## config.mk

```make
export PLATFORM = sky130hd
export DESIGN_NAME = mc97_ring_ctrl_flat
export DESIGN_NICKNAME = d
export VERILOG_FILES = /design/src/rtl/mc97_ring_ctrl_if.sv /design/src/rtl/mc97_ring_ctrl.sv /design/src/flat_wrapper.sv
export SDC_FILE = /design/constraint.sdc
export NUM_CORES = 1
export LEC_CHECK = 0
export ABC_AREA = 1
export BUFFER_PORTS_ARGS = -buffer_cell sky130_fd_sc_hd__buf_2
export CAP_MARGIN = 40
export CORE_ASPECT_RATIO = 1.25
export CORE_MARGIN = 1
export CORE_UTILIZATION = 50
export DETAILED_ROUTE_END_ITERATION = 10
export PLACE_DENSITY = 0.71
export SYNTH_ARGS = -nofsm -noshare
export SYNTH_HDL_FRONTEND = slang
export SYNTH_SLANG_ARGS = --single-unit
```

## constraint.sdc

```tcl
create_clock -name clk -period 1.8 [get_ports clk]
set_input_delay 0.09 -clock clk [delete_from_list [all_inputs] [get_ports clk]]
set_output_delay 0.09 -clock clk [all_outputs]
set_load 0.02 [all_outputs]
```

## src/rtl/mc97_ring_ctrl_if.sv

```systemverilog
// mc97_ring_ctrl_if: line/host signal bundle for the ring controller.
// Defining MC97_RING_CALLERID_EN adds the cid_window status bit.
interface mc97_ring_ctrl_if;
    logic       rfi;
    logic       cfg_en;
    logic [3:0] cfg_auto_rings;
    logic       host_answer;
    logic       host_hangup;
    logic       offhook;
    logic [3:0] ring_cnt;
    logic       ring_stb;
    logic       ringing;
    logic       call_active;
`ifdef MC97_RING_CALLERID_EN
    logic       cid_window;
    modport master (output rfi, cfg_en, cfg_auto_rings, host_answer, host_hangup,
                    input offhook, ring_cnt, ring_stb, ringing, call_active, cid_window);
    modport slave  (input rfi, cfg_en, cfg_auto_rings, host_answer, host_hangup,
                    output offhook, ring_cnt, ring_stb, ringing, call_active, cid_window);
`else
    modport master (output rfi, cfg_en, cfg_auto_rings, host_answer, host_hangup,
                    input offhook, ring_cnt, ring_stb, ringing, call_active);
    modport slave  (input rfi, cfg_en, cfg_auto_rings, host_answer, host_hangup,
                    output offhook, ring_cnt, ring_stb, ringing, call_active);
`endif
endinterface

```

## src/rtl/mc97_ring_ctrl.sv

```systemverilog
// mc97_ring_ctrl: ring cadence qualifier and answer sequencer driving the hook relay.
// Optional caller-ID window output enabled by defining MC97_RING_CALLERID_EN.
module mc97_ring_ctrl #(
    parameter int CLK_FREQ     = 24_000_000,
    parameter int RING_MIN_MS  = 200,
    parameter int PAUSE_MAX_MS = 8000,
    parameter int GUARD_MS     = 500
) (
    input logic              clk,
    input logic              rst_n,
    mc97_ring_ctrl_if.slave  bus
);
    localparam int DIV = CLK_FREQ / 1000;
    localparam int PW  = DIV > 1 ? $clog2(DIV) : 1;
    localparam logic [2:0] S_IDLE   = 3'd0;
    localparam logic [2:0] S_RING   = 3'd1;
    localparam logic [2:0] S_PAUSE  = 3'd2;
    localparam logic [2:0] S_ONLINE = 3'd3;
    localparam logic [2:0] S_GUARD  = 3'd4;

    logic [2:0]    r_state, w_nxt;
    logic [PW-1:0] r_pre;
    logic [13:0]   r_ms;
    logic [3:0]    r_cnt;
    logic          r_counted, r_stb, r_online, r_ringing;
    logic          w_tick, w_ans, w_auto, w_inc, w_entry;

    // hangup wins over a simultaneous answer
    assign w_ans   = bus.host_answer & ~bus.host_hangup;
    assign w_tick  = r_pre == PW'(DIV - 1);
    assign w_auto  = (r_state == S_RING || r_state == S_PAUSE) && (|bus.cfg_auto_rings)
                     && r_cnt >= bus.cfg_auto_rings;
    assign w_inc   = r_state == S_RING && bus.rfi && !r_counted && r_ms >= 14'(RING_MIN_MS);
    assign w_entry = w_nxt != r_state;

    always_comb begin
        w_nxt = S_IDLE;
        if (bus.cfg_en)
            case (r_state)
                S_IDLE:   w_nxt = w_ans ? S_ONLINE : bus.rfi ? S_RING : S_IDLE;
                S_RING:   w_nxt = (w_ans || w_auto) ? S_ONLINE : bus.rfi ? S_RING : S_PAUSE;
                S_PAUSE:  w_nxt = (w_ans || w_auto) ? S_ONLINE : bus.rfi ? S_RING :
                                  r_ms >= 14'(PAUSE_MAX_MS) ? S_IDLE : S_PAUSE;
                S_ONLINE: w_nxt = bus.host_hangup ? S_GUARD : S_ONLINE;
                S_GUARD:  w_nxt = r_ms >= 14'(GUARD_MS) ? S_IDLE : S_GUARD;
                default:  w_nxt = S_IDLE;
            endcase
    end

    always_ff @(posedge clk or negedge rst_n) begin
        if (!rst_n) begin
            r_state   <= S_IDLE;
            r_pre     <= '0;
            r_ms      <= '0;
            r_cnt     <= '0;
            r_counted <= 1'b0;
            r_stb     <= 1'b0;
            r_online  <= 1'b0;
            r_ringing <= 1'b0;
        end else begin
            r_state   <= w_nxt;
            r_pre     <= w_tick ? '0 : r_pre + 1'b1;
            r_ms      <= w_entry ? '0 : (w_tick && r_ms != '1) ? r_ms + 1'b1 : r_ms;
            r_counted <= w_entry ? 1'b0 : r_counted | w_inc;
            r_stb     <= w_inc;
            r_cnt     <= (w_nxt == S_IDLE || w_nxt == S_ONLINE) ? '0 :
                         (w_inc && r_cnt != '1) ? r_cnt + 1'b1 : r_cnt;
            r_online  <= w_nxt == S_ONLINE;
            r_ringing <= w_nxt == S_RING || w_nxt == S_PAUSE;
        end
    end

    assign bus.offhook     = r_online;
    assign bus.call_active = r_online;
    assign bus.ring_cnt    = r_cnt;
    assign bus.ring_stb    = r_stb;
    assign bus.ringing     = r_ringing;

`ifdef MC97_RING_CALLERID_EN
    logic r_cid;
    // open after the first ring ends, held through that pause only
    always_ff @(posedge clk or negedge rst_n) begin
        if (!rst_n)
            r_cid <= 1'b0;
        else
            r_cid <= w_nxt == S_PAUSE && (r_state == S_PAUSE ? r_cid : r_cnt == 4'd1);
    end
    assign bus.cid_window = r_cid;
`endif
endmodule
```

## src/flat_wrapper.sv

```systemverilog
// flat-port wrapper written by rule: the top's interface ports become plain ports
module mc97_ring_ctrl_flat 
#(
    parameter int CLK_FREQ     = 24_000_000,
    parameter int RING_MIN_MS  = 200,
    parameter int PAUSE_MAX_MS = 8000,
    parameter int GUARD_MS     = 500
)
  (clk, rst_n, bus_rfi, bus_cfg_en, bus_cfg_auto_rings, bus_host_answer, bus_host_hangup, bus_offhook, bus_ring_cnt, bus_ring_stb, bus_ringing, bus_call_active);
  mc97_ring_ctrl_if bus_i ();
  input logic clk;
  input logic rst_n;
  input wire logic [$bits(bus_i.rfi)-1:0] bus_rfi;
  input wire logic [$bits(bus_i.cfg_en)-1:0] bus_cfg_en;
  input wire logic [$bits(bus_i.cfg_auto_rings)-1:0] bus_cfg_auto_rings;
  input wire logic [$bits(bus_i.host_answer)-1:0] bus_host_answer;
  input wire logic [$bits(bus_i.host_hangup)-1:0] bus_host_hangup;
  output wire logic [$bits(bus_i.offhook)-1:0] bus_offhook;
  output wire logic [$bits(bus_i.ring_cnt)-1:0] bus_ring_cnt;
  output wire logic [$bits(bus_i.ring_stb)-1:0] bus_ring_stb;
  output wire logic [$bits(bus_i.ringing)-1:0] bus_ringing;
  output wire logic [$bits(bus_i.call_active)-1:0] bus_call_active;
  assign bus_i.rfi = bus_rfi;
  assign bus_i.cfg_en = bus_cfg_en;
  assign bus_i.cfg_auto_rings = bus_cfg_auto_rings;
  assign bus_i.host_answer = bus_host_answer;
  assign bus_i.host_hangup = bus_host_hangup;
  assign bus_offhook = bus_i.offhook;
  assign bus_ring_cnt = bus_i.ring_cnt;
  assign bus_ring_stb = bus_i.ring_stb;
  assign bus_ringing = bus_i.ringing;
  assign bus_call_active = bus_i.call_active;
  mc97_ring_ctrl #(.CLK_FREQ(CLK_FREQ), .RING_MIN_MS(RING_MIN_MS), .PAUSE_MAX_MS(PAUSE_MAX_MS), .GUARD_MS(GUARD_MS)) u_core (.clk(clk), .rst_n(rst_n), .bus(bus_i));
endmodule
```

# After elaboration in Yosys (flattened, before gate mapping)
# Cells that the tools add are included.
# word_totals
word_cells,63
reg_bits,40
input_bits,10
# op_classes
order_cmp,4
muxes,17
bitwise,3
addsub,3
n_eq_ne,11
n_reduce_logical,17
# ops
op,n
$mux 14,2
$mux 3,7
$add 15x1->15 const B,1
$eq 15x15->1 const B,1
$mux 15,1
$pmux 3 s5,1
$add 14x1->14 const B,1
$ge 14x13->1 const B,1
$ge 14x8->1 const B,1
$ge 14x9->1 const B,1
$ne 14x14->1 const B,1
$eq 3x2->1 const B,4
$mux 4,2
$logic_and 1x1->1,7
$eq 3x1->1 const B,2
$logic_not 3->1,2
$add 4x1->4 const B,1
$ge 4x4->1,1
$logic_or 1x1->1,4
$mux 2,2
$ne 4x4->1 const B,1
$reduce_bool 2->1,2
$reduce_or 4->1,1
$eq 3x3->1 const B,1
6 further kinds,7

# Depth between registers and ports, before layout
# depth
depth_word,11
depth_mapped,16

# Worst setup path before layout
# No wires, ideal clock.
# synth_timing
kind,reg-to-reg
from,"register u_core.r_cnt[3], in the netlist u_core.bus.ring_cnt[3]"
to,register u_core.r_ms[0]
period_less_slack_ps,1910
t_required_ps,1680
setup_ps,120
stages_incl_launch_ff,13
t_arrival_ps,1789
path_slack_ps,-110
path_cell_list,dfrtp_1 ha_1 nand2_1 inv_1 nand3_1 nand3_1 nand2_1 nand3_1 a21oi_1 nor2_4 nand3_4 buf_6 nor2_2
# synth_between
elab_chain_len,8
# synth_rtl
element,line_no,text
start: declaration,mc97_ring_ctrl.sv:24,logic [3:0] r_cnt;
start signal: assignment,mc97_ring_ctrl.sv:66,r_cnt <= (w_nxt == S_IDLE || w_nxt == S_ONLINE) ? '0 :
$ge 4x4->1 (*),mc97_ring_ctrl.sv:32,&& r_cnt >= bus.cfg_auto_rings;
$logic_and 1x1->1 (*),mc97_ring_ctrl.sv:32,
$logic_or 1x1->1 (*),"mc97_ring_ctrl.sv:41, mc97_ring_ctrl.sv:42",
$mux 3 (on tied branches),"mc97_ring_ctrl.sv:42, mc97_ring_ctrl.sv:41",
$pmux 3 s5 (*),mc97_ring_ctrl.sv:39,case (r_state)
$mux 3 (*),mc97_ring_ctrl.sv:38,if (bus.cfg_en)
$ne 3x3->1 (*),mc97_ring_ctrl.sv:34,assign w_entry = w_nxt != r_state;
$mux 14 or $reduce_bool 2->1 (tied branches),n/a,
end signal: assignment,mc97_ring_ctrl.sv:63,r_ms <= w_entry ? '0 : (w_tick && r_ms != '1) ? r_ms + 1'b1 : r_ms;
end: declaration,mc97_ring_ctrl.sv:23,logic [13:0] r_ms;
# Every way passes the cells marked *; elsewhere a longest branch is shown, timed or not.
# A chain may end at the register's enable or synchronous reset.

# Worst setup path after layout
# layout_timing
from,"register u_core.r_cnt[1], in the netlist u_core.bus.ring_cnt[1]"
to,register u_core.r_ms[13]
# Same word-level chain as after synthesis.

==> results.py <==
metrics = {
    "yosys": {
        "synth_fa_ha_area_share_pct": 4.06,
        "async_flop_share_pct": 100,
        "syn_inst": 321,
        "ys_ff_latch": 40,
        "yosys.area_share.simple_pct": 36.2,
        "synth_top_family_by_area": "simple AND/OR/NAND/NOR gates",
        "synthesis.nets": 339,
        "ys.flop_type": "dfrtp_1",
        "synth_area_per_cell_um2": 7.69,
        "yosys.area.top_type": "dfrtp_1",
        "synth_cell_types": 34,
        "syn_area_um2": 2470,
        "synth_area_leaders": "dfrtp_1 41%, nand2_1 9.9%, inv_1 7.8%",
        "yosys_warnings": 0,
        "synth_commonest_cells": "65 x nand2_1, 51 x inv_1, 47 x nor2_1",
        "yosysMostFrequentCell": "nand2_1",
        "synth_xor_xnor_area_share_pct": 4.26,
        "synthMuxAreaShare_pct": 0,
        "synth-edff-count": 0,
        "synth_compound_area_share_pct": 5.63,
        "seq_area_frac_synth_pct": 40.6,
        "synth_top_area_share_pct": 40.6,
    },
    "cts": {
        "cts.clk_slew.worst_paths_ps": 80,
        "clkSinkCount": 40,
        "clock_latency_ps": 290,
        "clockBufferDepth": 2,
        "cts_buffers": 5,
        "root_buffer": "clkbuf_8",
        "cts_htree_levels": 2,
        "cts_tree": "built",
    },
    "floorplanning": {
        "num_rows": 28,
        "fp.coreArea_um2": 4730,
        "io_pins": 18,
        "die_h_um": 80.5,
        "die_w_um": 64.8,
        "dieArea_um2": 5220,
        "start_util_pct": 52.2,
    },
    "run_status": {
        "violations": "setup timing",
        "outcome": "finished, violations left",
    },
    "routing": {
        "dr.pass1.iters": 4,
        "ant_nets": 0,
        "drc": 0,
        "via_per_inst": 5.02,
        "wl_mm": 5.33,
        "vias": 2142,
        "wl_per_cell_um": 12.5,
        "drtIter0Drc": 47,
    },
    "grt": {
        "grtUsageTotal_pct": 21.5,
        "grt_pass1_wl_mm": 8.66,
        "grt_pass1_vias": 2073,
        "grt_max_degree": 29,
        "grt_overflow": 0,
        "antenna_found_initial": 0,
    },
    "layout": {
        "num_antenna_cells": 0,
        "layout-drive-gt1-share_pct": 32.4,
        "layoutNonFillerInstCount": 427,
        "final_nets": 384,
        "areaGrowthSynthToFinish_pct": 26.0,
    },
    "placement": {
        "gp_congestion": 0.832,
        "hpwl_mm": 3.67,
        "portBuffers": 17,
        "place_inst": 410,
    },
    "sta": {
        "rsz0062_at_grt": "true",
        "hold_violations": 0,
        "setup_viol": 15,
        "setup_slack_ps": -32.3,
        "worstMarginPinSlew_ps": 368,
        "finalSetupTns_ps": -258,
        "max-slew-margin-rel_pct": 75.5,
        "slew_violations": 0,
        "finalClockSkew_ps": 7.36,
        "min_period_ps": 1830,
        "max_freq_mhz": 546,
        "fin_crit_sh_pct": 102,
    },
    "critical_path": {
        "required_ps": 1980,
        "cp_slowest_cell": "dfrtp_2",
        "critPathLaunchType": "flip-flop",
        "criticalPathCategory": "reg2reg",
        "path_common_cell": "nand2_2",
        "r2r-start": "u_core.bus.ring_cnt[1]",
        "critPathArrivalTime_ps": 2020,
        "crit_path_end_kind": "flip-flop",
        "crit_buf_inv": 1,
        "cp_max_fo": 7,
        "rrSetupSlack_ps": -30,
        "reg2regPathDepth": 14,
        "cp_top_family": "simple AND/OR/NAND/NOR gates",
        "worstPathCellList": "ha_4 -> nand2_1 -> nand2_1 -> nand2_2 -> nand3_2 -> nand2_2 -> nand3_2 -> nand2_2 -> nand2_4 -> nand2_4 -> nand2_2 -> nand3_4 -> clkbuf_16 -> nor2_2",
        "max_stage_delay_ps": 430,
        "worstReg2RegEnd": "u_core.r_ms[13]",
    },
    "run": {
        "timing.max_cap.violations": 0,
    },
    "power_and_ir_drop": {
        "power_density_nw_per_um2": 590,
        "vdd_drop_max_uv": 463,
        "p_total_mw": 1.83,
        "p_leak_nw": 1.49,
    },
    "worst_hold_path": {
        "hold_class": "in2reg",
        "min_from": "bus_cfg_en",
        "min_path_cells": 3,
        "whs_endpoint": "u_core.bus.call_active",
    },
}
-- kinds of logic after synthesis --
family                     Yosys count
AOI/OAI and AO/OA                   23
xor gates and xnor gates            12
adders and majority gates            8
buffers and inverters               57
DFF                                 40
and+or+nand+nor                    181
-- power breakdown --
| part | total [mW] | switching [mW] | internal [mW] |
|---|---|---|---|
| clock network | 0.614 | 0.308 | 0.306 |
| logic | 0.305 | 0.182 | 0.122 |
| registers | 0.914 | 0.00638 | 0.908 |
-- how the worst max path moves through the flow --
stage                           start                endpoint  slack (ps)  cells past startpoint
6_report       u_core.bus.ring_cnt[1]         u_core.r_ms[13]         -30                     14
5_1_grt             u_core.r_state[0]         u_core.r_ms[11]        -140                     12
4_1_cts        u_core.bus.ring_cnt[3]          u_core.r_ms[7]          -7                     10
3_5_place_dp   u_core.bus.ring_cnt[2]  u_core.bus.ring_cnt[1]         -40                     14
3_3_place_gp   u_core.bus.ring_cnt[3]          u_core.r_ms[4]          30                     13
2_1_floorplan  u_core.bus.ring_cnt[3]          u_core.r_ms[0]           9                     13
-- cell type report --
cell class	instances	area, um2
fillers	404	1620
multi-input cells	225	1440
flip-flops and latches	40	1010
repair buffers	40	294
inverters	54	203
clock buffers	6	82.6
well taps	60	75.1
clock inverters	2	10.0
-- worst register-to-register path: cells and delay by family (launching register included) --
family	cells	cell delay [ps]
buffers and inverters	1	180
AND/OR/NAND/NOR	12	870
adder cells (fa/ha/maj)	1	250
flip-flops	1	430
-- layer usage --
layer  share of wire (%)  wire length [um]  track usage [%]
met5                   0                 0                0
met4                 1.9                99             8.44
met3                 2.0               109             3.98
met2                  54              2900             39.8
met1                  42              2220             23.8
-- state kept, by name, summed over array words and instances (netlist names) --
signal                  flops
u_core.r_pre               15
u_core.bus.call_active      1
u_core.r_counted            1
u_core.r_ms                14
u_core.r_state              3
u_core.bus.ring_stb         1
u_core.bus.ring_cnt         4
u_core.bus.ringing          1
-- cell usage in the layout (no fill, tap or decap), types with 2 or more instances in the layout --
cell	synthesis	final
ha_4	0	3
dfrtp_1	40	35
a21oi_2	0	2
nand4_1	2	2
nor2_4	5	7
nor2_2	8	15
buf_2	0	17
nor2_1	47	38
o21ai_1	3	3
clkbuf_8	0	6
nand2_1	65	56
nor3_1	12	11
nand2_2	4	11
ha_1	8	5
nand3_4	1	3
o21ai_0	4	4
o21bai_1	2	2
xor2_1	11	11
nand2_4	2	5
nand3_2	0	7
nand3_1	30	21
clkinv_2	0	2
nand4_4	1	2
a21oi_1	7	5
dfrtp_2	0	5
buf_4	2	19
inv_2	3	6
inv_1	51	48
-- stage by stage --
stage          setup slack (ps)  hold WS, ps  utilization (%)  cell area (um2)
6_report                  -32.3          191             65.7             3110
5_1_grt                    -136          205             65.7             3110
4_1_cts                   -7.05          134             62.0             2930
3_5_place_dp              -35.3        -9.27             58.6             2770
3_3_place_gp               29.4        -11.3             58.6             2770
2_1_floorplan              9.47         -206                -             2520
-- what timing repair did --
item	CTS	global route
cloned	1	1
buffers inserted	3	3
endpoints found under the setup margin	19	24
hold endpoints to repair	12	0
pin swaps	3	9
gates resized for setup	6	35
hold buffers	1	0
Note: power is estimated with default switching activity, not from simulation.
